## src/rtl/cnt_rr_arb8_pkg.sv

```systemverilog
// Shared definitions for the cnt_rr_arb8 round-robin arbiter: state encoding,
// widths and the rotating-priority search.
package cnt_rr_arb8_pkg;

   localparam int unsigned ID_W     = 3;
   localparam int unsigned NREQ_MAX = 8;

   typedef enum logic [1:0] {
      StIdle = 2'd0,
      StBusy = 2'd1,
      StGap  = 2'd2
   } state_e;

   typedef struct packed {
      logic            found;
      logic [ID_W-1:0] id;
   } pick_t;

   // Scan ptr, ptr+1, ... wrapping at 8. Callers mask bits >= NREQ to zero, so
   // the wrap behaves as NREQ-1 -> 0.
   function automatic pick_t first_from(input logic [ID_W-1:0]     ptr,
                                        input logic [NREQ_MAX-1:0] req);
      pick_t           res;
      logic [ID_W-1:0] idx;
      res = '0;
      for (int unsigned k = 0; k < NREQ_MAX; k++) begin
         idx = ptr + ID_W'(k);
         if (!res.found && req[idx]) begin
            res.found = 1'b1;
            res.id    = idx;
         end
      end
      return res;
   endfunction

endpackage

```

## src/rtl/cnt_rr_arb8_if.sv

```systemverilog
// Request/grant bundle between the requesters (master) and the arbiter (slave).
interface cnt_rr_arb8_if;
   import cnt_rr_arb8_pkg::*;

   logic                arb_en;
   logic [NREQ_MAX-1:0] req;
   logic [NREQ_MAX-1:0] gnt;
   logic                gnt_vld;
   logic [ID_W-1:0]     gnt_id;
   logic                busy;
   logic                tmo;

   modport master (
      output arb_en, req,
      input  gnt, gnt_vld, gnt_id, busy, tmo
   );

   modport slave (
      input  arb_en, req,
      output gnt, gnt_vld, gnt_id, busy, tmo
   );

endinterface

```

## src/rtl/cnt_rr_arb8_rr_ptr3.sv

```systemverilog
// 3-bit enabled wrapping counter with synchronous load; load beats enable.
module rr_ptr3
   import cnt_rr_arb8_pkg::*;
(
   input  logic            clk,
   input  logic            reset,
   input  logic            en,
   input  logic            ld,
   input  logic [ID_W-1:0] ld_val,
   input  logic [ID_W-1:0] wrap_at,
   output logic [ID_W-1:0] count
);

   logic [ID_W-1:0] count_q, count_d;

   always_comb begin
      count_d = count_q;
      if (ld) begin
         count_d = ld_val;
      end else if (en) begin
         count_d = (count_q == wrap_at) ? '0 : count_q + ID_W'(1);
      end
   end

   always_ff @(posedge clk) begin
      if (reset) begin
         count_q <= '0;
      end else begin
         count_q <= count_d;
      end
   end

   assign count = count_q;

endmodule

```

## src/rtl/cnt_rr_arb8.sv

```systemverilog
// Round-robin arbiter for up to 8 requesters: rotating pointer priority, grant
// held until release or MAX_HOLD timeout, then a one-cycle gap.
module cnt_rr_arb8
   import cnt_rr_arb8_pkg::*;
#(
   parameter int unsigned NREQ     = 8,
   parameter int unsigned MAX_HOLD = 16
) (
   input logic          clk,
   input logic          reset,
   cnt_rr_arb8_if.slave bus
);

   localparam logic [NREQ_MAX-1:0] ReqMask  = NREQ_MAX'((32'd1 << NREQ) - 32'd1);
   localparam logic [ID_W-1:0]     LastId   = ID_W'(NREQ - 1);
   localparam logic [7:0]          HoldLast = 8'(MAX_HOLD - 1);

   state_e              state_q, state_d;
   logic [7:0]          hold_q, hold_d;
   logic [NREQ_MAX-1:0] gnt_q, gnt_d;
   logic [ID_W-1:0]     id_q, id_d;
   logic                tmo_q, tmo_d;

   logic [NREQ_MAX-1:0] req_m;
   logic [ID_W-1:0]     ptr, ptr_nxt;
   pick_t               pick;
   logic                grant;

   assign req_m   = bus.req & ReqMask;
   assign pick    = first_from(ptr, req_m);
   assign grant   = (state_q == StIdle) && bus.arb_en && pick.found;
   // Winner drops to lowest priority for the next round.
   assign ptr_nxt = (pick.id == LastId) ? '0 : pick.id + ID_W'(1);

   rr_ptr3 u_ptr (
      .clk     (clk),
      .reset   (reset),
      .en      (1'b0),
      .ld      (grant),
      .ld_val  (ptr_nxt),
      .wrap_at (LastId),
      .count   (ptr)
   );

   always_ff @(posedge clk) begin
      if (reset) begin
         state_q <= StIdle;
         hold_q  <= '0;
         gnt_q   <= '0;
         id_q    <= '0;
         tmo_q   <= 1'b0;
      end else begin
         state_q <= state_d;
         hold_q  <= hold_d;
         gnt_q   <= gnt_d;
         id_q    <= id_d;
         tmo_q   <= tmo_d;
      end
   end

   always_comb begin
      state_d = state_q;
      hold_d  = hold_q;
      gnt_d   = gnt_q;
      id_d    = id_q;
      tmo_d   = 1'b0;
      unique case (state_q)
         StIdle: begin
            if (grant) begin
               state_d = StBusy;
               hold_d  = '0;
               gnt_d   = NREQ_MAX'(1) << pick.id;
               id_d    = pick.id;
            end
         end
         StBusy: begin
            hold_d = hold_q + 8'd1;
            // A release in the timeout cycle counts as normal, so req is tested first.
            if (!req_m[id_q] || (hold_q == HoldLast)) begin
               state_d = StGap;
               hold_d  = '0;
               gnt_d   = '0;
               id_d    = '0;
               tmo_d   = req_m[id_q];
            end
         end
         StGap: begin
            state_d = StIdle;
         end
         default: begin
            state_d = StIdle;
         end
      endcase
   end

   always_comb begin
      bus.gnt     = gnt_q;
      bus.gnt_vld = |gnt_q;
      bus.gnt_id  = id_q;
      bus.busy    = (state_q != StIdle);
      bus.tmo     = tmo_q;
   end

endmodule

```

## src/flat_wrapper.sv

```systemverilog
// flat-port wrapper written by rule: the top's interface ports become plain ports
module cnt_rr_arb8_flat import cnt_rr_arb8_pkg::*;
#(
   parameter int unsigned NREQ     = 8,
   parameter int unsigned MAX_HOLD = 16
)
  (clk, reset, bus_arb_en, bus_req, bus_gnt, bus_gnt_vld, bus_gnt_id, bus_busy, bus_tmo);
  cnt_rr_arb8_if bus_i ();
  input logic clk;
  input logic reset;
  input wire logic [$bits(bus_i.arb_en)-1:0] bus_arb_en;
  input wire logic [$bits(bus_i.req)-1:0] bus_req;
  output wire logic [$bits(bus_i.gnt)-1:0] bus_gnt;
  output wire logic [$bits(bus_i.gnt_vld)-1:0] bus_gnt_vld;
  output wire logic [$bits(bus_i.gnt_id)-1:0] bus_gnt_id;
  output wire logic [$bits(bus_i.busy)-1:0] bus_busy;
  output wire logic [$bits(bus_i.tmo)-1:0] bus_tmo;
  assign bus_i.arb_en = bus_arb_en;
  assign bus_i.req = bus_req;
  assign bus_gnt = bus_i.gnt;
  assign bus_gnt_vld = bus_i.gnt_vld;
  assign bus_gnt_id = bus_i.gnt_id;
  assign bus_busy = bus_i.busy;
  assign bus_tmo = bus_i.tmo;
  cnt_rr_arb8 #(.NREQ(NREQ), .MAX_HOLD(MAX_HOLD)) u_core (.clk(clk), .reset(reset), .bus(bus_i));
endmodule
```

## config.mk

```make
export PLATFORM = sky130hd
export DESIGN_NAME = cnt_rr_arb8_flat
export DESIGN_NICKNAME = d
export VERILOG_FILES = /design/src/rtl/cnt_rr_arb8_pkg.sv /design/src/rtl/cnt_rr_arb8_if.sv /design/src/rtl/cnt_rr_arb8_rr_ptr3.sv /design/src/rtl/cnt_rr_arb8.sv /design/src/flat_wrapper.sv
export SDC_FILE = /design/constraint.sdc
export NUM_CORES = 1
export LEC_CHECK = 0
export ABC_AREA = 0
export CELL_PAD_IN_SITES_DETAIL_PLACEMENT = 1
export CELL_PAD_IN_SITES_GLOBAL_PLACEMENT = 1
export CORE_MARGIN = 2
export CORE_UTILIZATION = 40
export DETAILED_ROUTE_END_ITERATION = 7
export PLACE_DENSITY_LB_ADDON = 0.1
export SLEW_MARGIN = 20
export SYNTH_ARGS = -nofsm -noshare
export SYNTH_HDL_FRONTEND = slang
export SYNTH_SLANG_ARGS = --single-unit
```

## constraint.sdc

```tcl
create_clock -name clk -period 3.8 [get_ports clk]
set_input_delay 1.14 -clock clk [delete_from_list [all_inputs] [get_ports clk]]
set_output_delay 1.14 -clock clk [all_outputs]
set_load 0.01 [all_outputs]
```

==> run_results.csv <==
group,metric,value,unit
worst_setup_path,start_kind,"primary input",
grt,use_met2,41.28,%
detailed_routing,first_pass_iters,4,
timing,finClkSkew,0.01414,ns
grt,track_usage,21.99,%
logic_synthesis,yosysWarnings,0,
layout,drive_gt1_share,37.11,%
worst_setup_path,end_kind,"register",
floorplan,die_h,78.56,um
floorplan,ios,25,
worst_setup_path,r2r_cells,13,
hold_path,min_to,"u_core.bus.gnt[0]$_SDFFE_PP0P_",
detailed_routing,drt-total-wl,6608,um
timing,finalSetupViolations,0,
grt,overflow,0,
logic_synthesis,syn_nets,236,
floorplan,std_cell_rows,27,
hold_path,worstHoldPathType,"register to register",
clock_tree,cts_tree,"built",
clock_tree,insertion_delay,0.28,ns
job,maxCapViolations,0,
worst_setup_path,reg2reg_slack,0.20,ns
placement,io_buffer_count,24,
grt,busiest_layer,"met2",
detailed_routing,route.detailed.drc,0,
detailed_routing,ant_nets,0,
layout,final_area,2960,um^2
detailed_routing,vias,2075,
clock_tree,clkSinkCount,25,
floorplan,die_w,78.56,um
layout,n_antenna_cell,0,
grt,antenna_found_initial,0,
hold_path,hold_depth,2,
pwr,powerDensity,805.8,nW/um^2
placement,dp_hpwl,5209,um
grt,grt_max_degree,19,
grt,met3_usage,1.379,%
worst_setup_path,r2r_end,"u_core.u_ptr.count[0]$_SDFFE_PP0P_",
worst_setup_path,worstSetupPathType,"primary input to register",
layout,syn_to_final_growth,33.15,%
worst_setup_path,critPathMaxFanout,5,
clock_tree,cts_max_path_buffers,2,
timing,max_freq,0.2705,GHz
timing,hold_violations,0,
clock_tree,clk_transition_reported_paths,0.10,ns
timing,holdWs,0.4940,ns
logic_synthesis,syn_inst,220,
detailed_routing,wl_per_cell,18.20,um
worst_setup_path,critPathArrivalTime,3.91,ns
logic_synthesis,ys_seq_area_share,22.51,%
timing,min_period_over_period,97.30,%
pwr,leakagePower,0.001180,uW
logic_synthesis,ys_ff_latch,25,
timing,slew_viol_final,0,
grt,grt_first_pass_wirelength,10760,um
detailed_routing,post_drt_via_cell_ratio,5.716,
layout,finalCoreUtilization,54.43,%
worst_setup_path,required,4.01,ns
timing,relSlewSlack,60.01,%
pwr,max-vdd-ir-drop,0.5844,mV
layout,final_nets,308,
worst_setup_path,crit-reg2reg-launch,"u_core.u_ptr.count[0]$_SDFFE_PP0P_",
logic_synthesis,ys_types,59,
clock_tree,htree_levels,1,
logic_synthesis,avgSynthCellArea,10.11,um^2
clock_tree,cts_root_buffer,"clkbuf_8",
timing,tightest_slew,0.5980,ns
layout,final_cell_mix,"buf_4, dfxtp_1, nand2_1",
placement,place_area,2816,um^2
logic_synthesis,synthesis.area,2223,um^2
placement,finalWeightedCongestion,0.8254,
clock_tree,numCtsBuffers,3,
floorplan,start_util,40.88,%
detailed_routing,drt-initial-drc-count,41,
floorplan,die_area,6171,um^2
placement,place_inst,355,
grt,grt_pass1_vias,2111,
outcome,status,"finished, final reports clean",
layout,fin_cells,363,
hold_path,min_from,"u_core.bus.gnt[0]$_SDFFE_PP0P_",
pwr,power,2385,uW
layout,final_common_cell,"buf_4",
grt,use_met1,27.14,%
floorplan,coreArea,5439,um^2
timing,min_period,3.697,ns
[sequential cells by signal, summed over array words and instances (netlist names)]
signal	count
u_core.bus.gnt	8
u_core.bus.gnt_id	3
u_core.bus.tmo	1
u_core.hold_q	8
u_core.state_q	2
u_core.u_ptr.count	3
[where the power goes]
group	switching, uW	internal (uW)
clock	95.3	74.6
sequential	57.0	310
combinational	888	961
[area by class of cell]
class / count / area, um^2
clock inverters: 1 / 7.507
well taps: 72 / 90.09
inverters: 8 / 30.03
clock buffers: 3 / 41.29
fillers: 619 / 2479
multi-input cells: 176 / 1640
flip-flops and latches: 25 / 500.5
repair buffers: 78 / 650.6
[routing by layer]
metal  part of all wire (%)  vias up  routed length (um)
li1                       -      996                   -
met4                    1.8        0                 120
met2                     52       41                3445
met1                     44     1030                2920
met5                      0        -                   0
met3                    1.8        8                 122
[worst max-delay path, stage by stage]
cell           delay, ns
dlygate4sd2_1       0.27
buf_4               0.17
mux2_4              0.29
mux4_2              0.53
buf_6               0.17
a2111oi_4           0.30
buf_4               0.17
a211oi_4            0.03
ha_2                0.19
ha_1                0.19
or3_1               0.33
a21oi_2             0.12
[per-stage QoR]
stage	worst slack (ns)	TNS, ns
after floorplan	0.05095	0
after global placement	-0.5259	-7.213
after detailed placement	-0.6603	-8.554
after CTS	0.001176	0
after global routing	-0.005778	-0.005778
final	0.1028	0
[cell usage after synthesis (all sizes together)]
| cell type | count | area (um^2) |
|---|---|---|
| o21ai | 7 | 46.29 |
| nand3b | 1 | 7.510 |
| a32oi | 1 | 8.760 |
| xnor2 | 2 | 17.52 |
| a211o | 1 | 10.01 |
| buf | 6 | 60.05 |
| nand2b | 2 | 12.51 |
| a21o | 2 | 16.27 |
| dfxtp | 25 | 500.5 |
| ha | 5 | 62.56 |
| nor3 | 5 | 25.02 |
| nor4 | 4 | 25.02 |
| and4 | 1 | 8.760 |
| xor2 | 4 | 35.03 |
| nor2b | 2 | 12.51 |
| a221o | 1 | 11.26 |
| o211ai | 3 | 22.52 |
| mux4 | 17 | 411.6 |
| inv | 8 | 30.03 |
| a32o | 3 | 30.03 |
| o311ai | 1 | 26.28 |
| dlygate4sd3 | 1 | 10.01 |
| or3 | 6 | 42.54 |
| mux2i | 16 | 160.2 |
| nor2 | 13 | 51.30 |
| a31oi | 3 | 25.02 |
| a21boi | 2 | 15.02 |
| a211oi | 2 | 25.02 |
| o31ai | 4 | 30.03 |
| o22ai | 3 | 18.77 |
| clkbuf | 4 | 55.05 |
| a221oi | 1 | 15.01 |
| nand3 | 5 | 25.02 |
| or2 | 2 | 12.52 |
| o32a | 1 | 10.01 |
| and2 | 6 | 40.04 |
| nand4 | 1 | 6.260 |
| mux2 | 8 | 93.84 |
| a21oi | 15 | 82.58 |
| nand2 | 19 | 71.32 |
| a22o | 2 | 17.52 |
| and3 | 3 | 18.77 |
| a2111oi | 2 | 17.52 |
[how the worst max path moves through the flow]
stage | cells past startpoint | slack, ns | to | startpoint
2_1_floorplan | 16 | 0.05 | u_core.u_ptr.count[0]$_SDFFE_PP0P_ | u_core.u_ptr.count[1]$_SDFFE_PP0P_
3_3_place_gp | 12 | -0.53 | u_core.u_ptr.count[2]$_SDFFE_PP0P_ | bus_req[0]
3_5_place_dp | 12 | -0.66 | u_core.u_ptr.count[0]$_SDFFE_PP0P_ | bus_req[0]
4_1_cts | 12 | 0.001 | u_core.u_ptr.count[0]$_SDFFE_PP0P_ | bus_req[1]
5_1_grt | 13 | -0.006 | u_core.u_ptr.count[0]$_SDFFE_PP0P_ | bus_req[7]
6_report | 12 | 0.10 | u_core.u_ptr.count[0]$_SDFFE_PP0P_ | bus_req[3]
[logic make-up after synthesis]
kind of cell / Yosys count / share of synthesized area (%)
XOR/XNOR: 6 / 2.364
AND/OR/NAND/NOR: 70 / 16.15
multiplexers: 41 / 29.94
adder cells (fa/ha/maj): 5 / 2.814
buffers and inverters: 19 / 6.978
AO/OA/AOI/OAI: 54 / 19.25
flip-flops: 25 / 22.51
[repair_timing]
| item | CTS | global route |
|---|---|---|
| pin swaps | 3 | 9 |
| setup endpoints to repair | 22 | 4 |
| hold buffers | 0 | 0 |
| resized for setup | 16 | 20 |
| setup buffers | 1 | 3 |
Note: power is estimated with default switching activity, not from simulation.
